===== config.mk =====
export PLATFORM = sky130hd
export DESIGN_NAME = ac_motor_dir_sequencer
export DESIGN_NICKNAME = d
export VERILOG_FILES = /design/src/rtl/ac_motor_dir_sequencer.sv
export SDC_FILE = /design/constraint.sdc
export NUM_CORES = 1
export LEC_CHECK = 0
export CELL_PAD_IN_SITES_DETAIL_PLACEMENT = 1
export CELL_PAD_IN_SITES_GLOBAL_PLACEMENT = 1
export CORE_MARGIN = 4
export CORE_UTILIZATION = 38
export DETAILED_ROUTE_END_ITERATION = 6
export PLACE_DENSITY = 0.83
export SKIP_LAST_GASP = 1
export SYNTH_ARGS = -nofsm -noshare
export SYNTH_HDL_FRONTEND = slang
export SYNTH_SLANG_ARGS = --single-unit
export TNS_END_PERCENT = 20

===== constraint.sdc =====
create_clock -name clk -period 2.3 [get_ports clk]
set_clock_uncertainty 0.2 [all_clocks]
set_input_delay 0.46 -clock clk [delete_from_list [all_inputs] [get_ports clk]]
set_output_delay 0.46 -clock clk [all_outputs]
set_load 0.005 [all_outputs]

===== src/rtl/ac_motor_dir_sequencer.sv =====
// ac_motor_dir_sequencer: turns raw CW/CCW requests into clean generator drive
// with dead time on stop/reversal and lock supervision with timeout.
//
// Ports:
//   clk, reset          - clock, synchronous active-high reset
//   cmd_cw, cmd_ccw     - direction requests (level); both high = no command
//   lock                - lock indication from the triangle generator
//   cw_in, ccw_in       - registered drive to the triangle generator
//   busy                - high in START and STOP
//   fault               - high in FAULT
//   state               - IDLE=0 START=1 RUN=2 STOP=3 FAULT=4
//
// Parameters: DEAD_TIME (1..65535), LOCK_TIMEOUT (1..65535).
// Macro AC_MOTOR_SEQ_RELOCK_EN: lock loss in RUN returns to START to relock
// instead of faulting immediately.

module ac_motor_dir_sequencer #(
    parameter int unsigned DEAD_TIME    = 1000,
    parameter int unsigned LOCK_TIMEOUT = 50000
) (
    input  logic       clk,
    input  logic       reset,
    input  logic       cmd_cw,
    input  logic       cmd_ccw,
    input  logic       lock,
    output logic       cw_in,
    output logic       ccw_in,
    output logic       busy,
    output logic       fault,
    output logic [2:0] state
);

    typedef enum logic [2:0] {
        ST_IDLE  = 3'd0,
        ST_START = 3'd1,
        ST_RUN   = 3'd2,
        ST_STOP  = 3'd3,
        ST_FAULT = 3'd4
    } state_t;

    // dir encoding: 0 = CW, 1 = CCW
    localparam logic DIR_CW  = 1'b0;
    localparam logic DIR_CCW = 1'b1;

    localparam logic [15:0] DEAD_LAST = 16'(DEAD_TIME - 1);
    localparam logic [15:0] LOCK_LAST = 16'(LOCK_TIMEOUT - 1);

    state_t      state_q, state_d;
    logic [15:0] timer_q, timer_d;
    logic        dir_q, dir_d;
    logic        cw_in_q, cw_in_d;
    logic        ccw_in_q, ccw_in_d;

    logic cmd_valid;
    logic cmd_match;

    assign cmd_valid = cmd_cw ^ cmd_ccw;
    // With exactly one request high, cmd_ccw alone names the direction.
    assign cmd_match = cmd_valid && (cmd_ccw == dir_q);

    // State register and all other flops
    always_ff @(posedge clk) begin
        if (reset) begin
            state_q  <= ST_IDLE;
            timer_q  <= 16'd0;
            dir_q    <= DIR_CW;
            cw_in_q  <= 1'b0;
            ccw_in_q <= 1'b0;
        end else begin
            state_q  <= state_d;
            timer_q  <= timer_d;
            dir_q    <= dir_d;
            cw_in_q  <= cw_in_d;
            ccw_in_q <= ccw_in_d;
        end
    end

    // Next-state logic
    always_comb begin
        state_d = state_q;
        dir_d   = dir_q;
        unique case (state_q)
            ST_IDLE: begin
                if (cmd_valid) begin
                    state_d = ST_START;
                    dir_d   = cmd_ccw ? DIR_CCW : DIR_CW;
                end
            end
            ST_START: begin
                if (!cmd_match) begin
                    state_d = ST_STOP;
                end else if (lock) begin
                    state_d = ST_RUN;
                end else if (timer_q == LOCK_LAST) begin
                    state_d = ST_FAULT;
                end
            end
            ST_RUN: begin
                if (!cmd_match) begin
                    state_d = ST_STOP;
                end else if (!lock) begin
`ifdef AC_MOTOR_SEQ_RELOCK_EN
                    state_d = ST_START;
`else
                    state_d = ST_FAULT;
`endif
                end
            end
            ST_STOP: begin
                if (timer_q == DEAD_LAST) begin
                    state_d = ST_IDLE;
                end
            end
            ST_FAULT: begin
                if (!cmd_cw && !cmd_ccw) begin
                    state_d = ST_IDLE;
                end
            end
            default: begin
                state_d = ST_IDLE;
            end
        endcase
    end

    // Output / datapath logic: drives follow the next state so that the
    // registered drive changes on the same edge as the state.
    always_comb begin
        timer_d  = timer_q;
        cw_in_d  = 1'b0;
        ccw_in_d = 1'b0;

        if (state_d != state_q) begin
            timer_d = 16'd0;
        end else if (state_q == ST_START || state_q == ST_STOP) begin
            timer_d = timer_q + 16'd1;
        end

        if (state_d == ST_START || state_d == ST_RUN) begin
            cw_in_d  = (dir_d == DIR_CW);
            ccw_in_d = (dir_d == DIR_CCW);
        end
    end

    assign cw_in  = cw_in_q;
    assign ccw_in = ccw_in_q;
    assign busy   = (state_q == ST_START) || (state_q == ST_STOP);
    assign fault  = (state_q == ST_FAULT);
    assign state  = state_q;

endmodule


==> results of run 1 <==
==> logic make-up (layout without fill, tap and decap cells) <==
family                     count (synthesis)  in the layout  synth area share, %
buffers and inverters                      9             33                 3.81
adders and majority gates                  2              2                 2.06
DFF                                       22             22                 36.3
AOI/OAI and AO/OA                         16             17                 9.99
and+or+nand+nor                           75             75                 33.4
xor gates and xnor gates                  17             17                 12.9
muxes                                      2              2                 1.65
==> area by class of cell <==
type / count / area [um2] / area share (%)
well taps: 44 / 55.1 / 3.57
multi-input cells: 113 / 763 / 49.4
flip-flops and latches: 22 / 442 / 28.6
inverters: 3 / 11.3 / 0.729
repair buffers: 26 / 220 / 14.3
clock buffers: 3 / 22.5 / 1.46
clock inverters: 1 / 30.0 / 1.94
==> state kept, by name, summed over array words and instances (netlist names) <==
register,count
cw_in,1
dir_q,1
timer_q,16
state,3
ccw_in,1
==> worst paths after layout <==
check	startpoint	endpoint	slack (ps)	cells past startpoint
min	timer_q[15]	timer_q[15]	380	2
max reg2reg	state[1]	timer_q[12]	100	5
min reg2reg	timer_q[15]	timer_q[15]	380	2
max	cmd_ccw	timer_q[12]	60	8
==> per-stage QoR <==
stage	area, um2	cells	util, %
after floorplan	1220	143	-
after global placement	1450	205	47.3
after detailed placement	1450	205	47.3
after CTS	1540	212	50.5
after global routing	1540	212	50.6
final	1540	212	50.6
==> layer usage <==
layer | vias up | share of wire [%]
met5 | - | 0
met4 | 0 | 1.1
met3 | 4 | 3.5
met2 | 19 | 53
met1 | 580 | 43
li1 | 563 | -
==> layout by cell type, fill, tap and decap left out, types with 3 or more instances in the layout <==
cell type        count
a21oi_1              4
and3_1               4
buf_4               15
clkbuf_4             3
clkdlybuf4s50_1      9
dfxtp_1             21
nand2_1              9
nand2b_1             4
nand3_1              4
nand4_1              6
nor2_1              22
nor2_2               3
nor3_1               7
xnor2_1              7
xor2_1               9
==> what timing repair did <==
item                       CTS  global route
setup buffers                2             0
gates resized for setup      8             2
gates cloned                 1             0
setup endpoints to repair   18            12
pin swaps                    6             0
==> worst reg2reg max path, delay by kind of cell (launching register included) <==
family          cells  cell delay (ps)
flops               1              630
compound gates      3              940
simple gates        2              370
==> power by group through the flow <==
stage	registers, mW	clock network, mW	logic [mW]
finish	0.422	0.304	0.291
global route	0.427	0.331	0.315
CTS	0.422	0.308	0.287
detailed placement	0.430	0	0.257
global placement	0.429	0	0.250
floorplan	0.422	0	0.170
==> results by group, run 1 <==
GRT
  – Met2 GRT Util: 32.9%
  – First-pass GRT wire length: 5800 um
  – Overflow after GRT: 0
  – Met3 Use GR: 3.12%
  – Largest net degree at the start of global routing: 15
  – Met1 Resource Use GR: 20.8%
  – Busiest grt layer: met2
  – Vias in the first global route: 1,226
  – Gr usage total: 17.8%
  – Initial antenna violation count: 0

Power
  – Switching Fraction: 29.1%
  – Max VDD drop: 0.349 mV
  – Seq pwr share: 41.5%
  – P_leak: 0.572 nW
  – Power Density: 658 mW/mm2
  – Net Switching: 296 uW
  – Logic pwr share: 28.6%
  – Clk pwr share: 29.9%
  – Pint: 720 uW
  – Total Power: 1.02 mW

Synthesis
  – Top_reg_cell synth: dfxtp_1
  – Synth area leader: dfxtp_1
  – Yosys warnings: 0
  – Synthesized area: 0.00121 mm2
  – Synth Area per Inst: 8.50 um2
  – Yosys cell types: 39
  – Post-synth top cells: nor2_1, dfxtp_1, nand2_1, xor2_1
  – Cells after synthesis: 143
  – Net Count, Synth: 150
  – Number of synthesized flops with an enable pin: 0
  – Register area share after synthesis: 36.3%
  – Most frequent cell after synthesis: nor2_1
  – Number of synthesized register bits: 22
  – Async set-or-reset flop fraction in the synthesized netlist: 0%
  – Top post-synthesis cells by area: dfxtp_1, nor2_1, xor2_1
  – Share of the synthesized area in the top cell type: 36.3%

Flow run
  – Max cap viols: 0

Die
  – IO Pins: 12
  – Die width: 64.5 um
  – Initial Util: 39.8%
  – Die height: 64.5 um
  – Site Rows: 20
  – Placeable Area: 0.00305 mm2
  – Die Area: 0.00417 mm2

STA
  – RSZ-0062 raised after global routing: true
  – Max-slew headroom: 63.9%
  – Final worst setup slack: 61.1 ps
  – Hold Slack: 383 ps
  – Final setup violating endpoints: 0
  – Setup tns final: 0 ps
  – Crit path time final: 2240 ps
  – Max-slew violation count: 0
  – Worst Max-Slew Pin Slew: 537 ps
  – Period utilisation layout: 97.3%
  – Final hold vios: 0
  – Fmax: 447 MHz

Cells and area
  – Antenna Cells: 0
  – Nets@finish: 176
  – # fillers: 379
  – Share of layout cells above drive strength 1: 19.6%
  – Area grow syn2layout: 27.1%

Clock network
  – CTS sink cnt: 22
  – Root Buffer: clkbuf_4
  – CTS tree: done
  – H-tree depth: 1
  – Clk_lat worst skew: 320 ps
  – Clock slew at reported path FFs: 130 ps
  – Clock Tree Buf Depth: 2
  – Hold_buf cts: 0
  – CTS Buf Count: 3

Worst setup path
  – Largest stage delay, worst path: 480 ps
  – Required time worst endpoint: 2360 ps
  – Crit. End Element: flip-flop
  – Cell family with most CP delay: compound AO/OA/AOI/OAI gates
  – Crit Path Class: input port to flip-flop
  – Critical path arrival: 2300 ps
  – Critical path buffer and inverter count: 2
  – Critical path's slowest cell: a311o_2
  – Worst path cell trace: dlygate4sd2_1, inv_2, ha_4, or3b_4, a21oi_1, a2111o_1, a311o_2, nor2_2
  – CP startpoint kind: input port
  – Critical Path Fanout Max: 8

Drt
  – Via density: 5.50
  – Initial detailed-routing violation count: 65
  – Drt first pass iters: 4
  – Drt total wl: 3360 um
  – Antenna violation net count after detailed routing: 0
  – Via count: 1,166
  – Avg WL per Cell: 15.9 um
  – DR DRC count: 0

Placement
  – IO buf count: 11
  – Final GP Congestion: 0.914
  – Post-place setup slack: -599 ps
  – HPWL Detailed: 2330 um

Hold path
  – Hold Path Class: flip-flop to flip-flop

Outcome
  – Status: finished clean
Power figures use the tool's default switching activity.
==> run 2, diff against run 1 <==
Settings changed: CELL_PAD_IN_SITES_GLOBAL_PLACEMENT 1 to 2, CORE_UTILIZATION 38 to 30, PLACE_DENSITY 0.83 to 0.82.
==> results by group, run 2 (synthesis results as in run 1) <==
Worst setup path
  – CP startpoint kind: input port
  – Crit. End Element: flip-flop
  – Worst path cell trace: dlygate4sd2_1, inv_2, ha_4, buf_4, buf_6, a21o_1, a22o_1, a311o_2, nor2_1
  – Critical path buffer and inverter count: 4
  – Critical path's slowest cell: a311o_2
  – Crit Path Class: input port to flip-flop
  – Reg2Reg Setup Slack: 160 ps
  – Critical Path Fanout Max: 8
  – Reg2Reg Capture Point: timer_q[13]
  – Largest stage delay, worst path: 510 ps
  – Reg-to-reg startpoint: state[1]
  – Critical path arrival: 2240 ps
  – Reg2Reg Depth: 5
  – Cell family with most CP delay: compound AO/OA/AOI/OAI gates
  – Required time worst endpoint: 2300 ps

Clock network
  – CTS sink cnt: 22
  – Clock slew at reported path FFs: 80 ps
  – CTS tree: done
  – CTS Buf Count: 3
  – H-tree depth: 1
  – Clock Tree Buf Depth: 2
  – Root Buffer: clkbuf_8
  – Clk_lat worst skew: 260 ps

GRT
  – Largest net degree at the start of global routing: 15
  – Met3 Use GR: 2.10%
  – Vias in the first global route: 1,165
  – Busiest grt layer: met2
  – Overflow after GRT: 0
  – Gr usage total: 13.5%
  – Initial antenna violation count: 0
  – Met2 GRT Util: 23.9%
  – Met1 Resource Use GR: 17.4%
  – First-pass GRT wire length: 5620 um

Cells and area
  – Post-layout instance area: 0.00156 mm2
  – Max FFs per register: 16
  – Most frequent cells in the layout: nor2_1, dfxtp_1, buf_4
  – Area grow syn2layout: 28.4%
  – Share of layout cells above drive strength 1: 19.8%
  – Nets@finish: 175
  – Most common cell after layout, fill and taps aside: nor2_1
  – # fillers: 463
  – Top reg by flops: timer_q
  – Antenna Cells: 0
  – Post-layout util: 41.1%

STA
  – Max-slew violation count: 0
  – Period utilisation layout: 97.2%
  – Final setup violating endpoints: 0
  – Final worst setup slack: 64.2 ps
  – Worst Max-Slew Pin Slew: 574 ps
  – Max-slew headroom: 61.4%
  – Setup tns final: 0 ps
  – Final hold vios: 0
  – RSZ-0062 raised after global routing: true
  – Fmax: 447 MHz
  – Crit path time final: 2240 ps

Drt
  – Via density: 5.24
  – Via count: 1,127
  – Avg WL per Cell: 15.1 um
  – Antenna violation net count after detailed routing: 0
  – Initial detailed-routing violation count: 31
  – Drt total wl: 3240 um
  – Drt first pass iters: 4
  – DR DRC count: 0

Power
  – Max VDD drop: 0.282 mV
  – Power Density: 631 mW/mm2
  – Total Power: 985 uW
  – P_leak: 0.570 nW

Die
  – Placeable Area: 0.00380 mm2
  – IO Pins: 12
  – Die Area: 0.00513 mm2
  – Initial Util: 32.0%
  – Die height: 71.6 um
  – Die width: 71.6 um
  – Site Rows: 22

Placement
  – HPWL Detailed: 2370 um
  – Post-place setup slack: -574 ps
  – Final GP Congestion: 0.810
  – IO buf count: 11
  – Area post-placement: 0.00145 mm2

Hold path
  – Hold Path Class: flip-flop to flip-flop
  – Min-Delay Endpoint: timer_q[12]
  – Hold path startpoint: timer_q[12]
  – Worst Hold Depth: 2

Outcome
  – Status: finished clean

Flow run
  – Max cap viols: 0
==> run 2: cell types whose count changed in the layout (fill, tap and decap cells not counted), sizes merged <==
| cell | previous run | this run |
|---|---|---|
| clkbuf | 3 | 4 |
| buf | 15 | 14 |
| bufinv | 1 | 0 |
| dlygate4sd2 | 2 | 1 |
| clkdlybuf4s15 | 0 | 1 |
==> run 2: per-stage QoR <==
step,hold WS (ps),cells
2_1_floorplan,293,143
3_3_place_gp,320,209
3_5_place_dp,346,209
4_1_cts,366,215
5_1_grt,407,215
6_report,356,215
==> run 2: where the power goes <==
| part | switching, mW | internal [mW] |
|---|---|---|
| Clock | 0.124 | 0.153 |
| Sequential | 0.0377 | 0.398 |
| Combinational | 0.127 | 0.146 |
==> run 2: how the worst max path moves through the flow <==
stage                         from           to  cells past startpoint
after floorplan            cmd_ccw  timer_q[12]                      9
after detailed placement   cmd_ccw   timer_q[9]                      8
after CTS                 state[0]         busy                      2
final                       cmd_cw  timer_q[11]                      9
after global routing      state[0]        fault                      3
after global placement     cmd_ccw   timer_q[6]                      8
==> run 2: tightest hold or removal path: cells and delay by family (launching register included) <==
kind,cells,cell delay (ps)
flops,1,370
xor+xnor,1,80
simple gates,1,70
==> run 2: area by class of cell <==
cell class,count,area (um2),share of cell area (%)
multi-input combinational,113,771,49.4
sequential,22,445,28.5
timing repair buffer,25,218,14.0
tap,48,60.1,3.85
clock buffer,4,55.1,3.53
inverter,3,11.3,0.722
==> run 2: routing by layer <==
layer	up-vias	share of wire (%)
met5	-	0
met4	0	0
met1	554	46
met2	13	51
met3	0	2.6
li1	560	-
==> run 2: repair_timing <==
action,CTS,global route
endpoints found under the setup margin,21,18
buffers inserted,1,0
hold buffers,0,0
pin swaps,11,3
gates resized for setup,7,8
cloned,1,0
==> run 3, diff against run 2 <==
Settings changed: GPL_ROUTABILITY_DRIVEN set to 0.
==> results of run 3 <==
Final layout, timing and power as in run 2 (identical DEF).
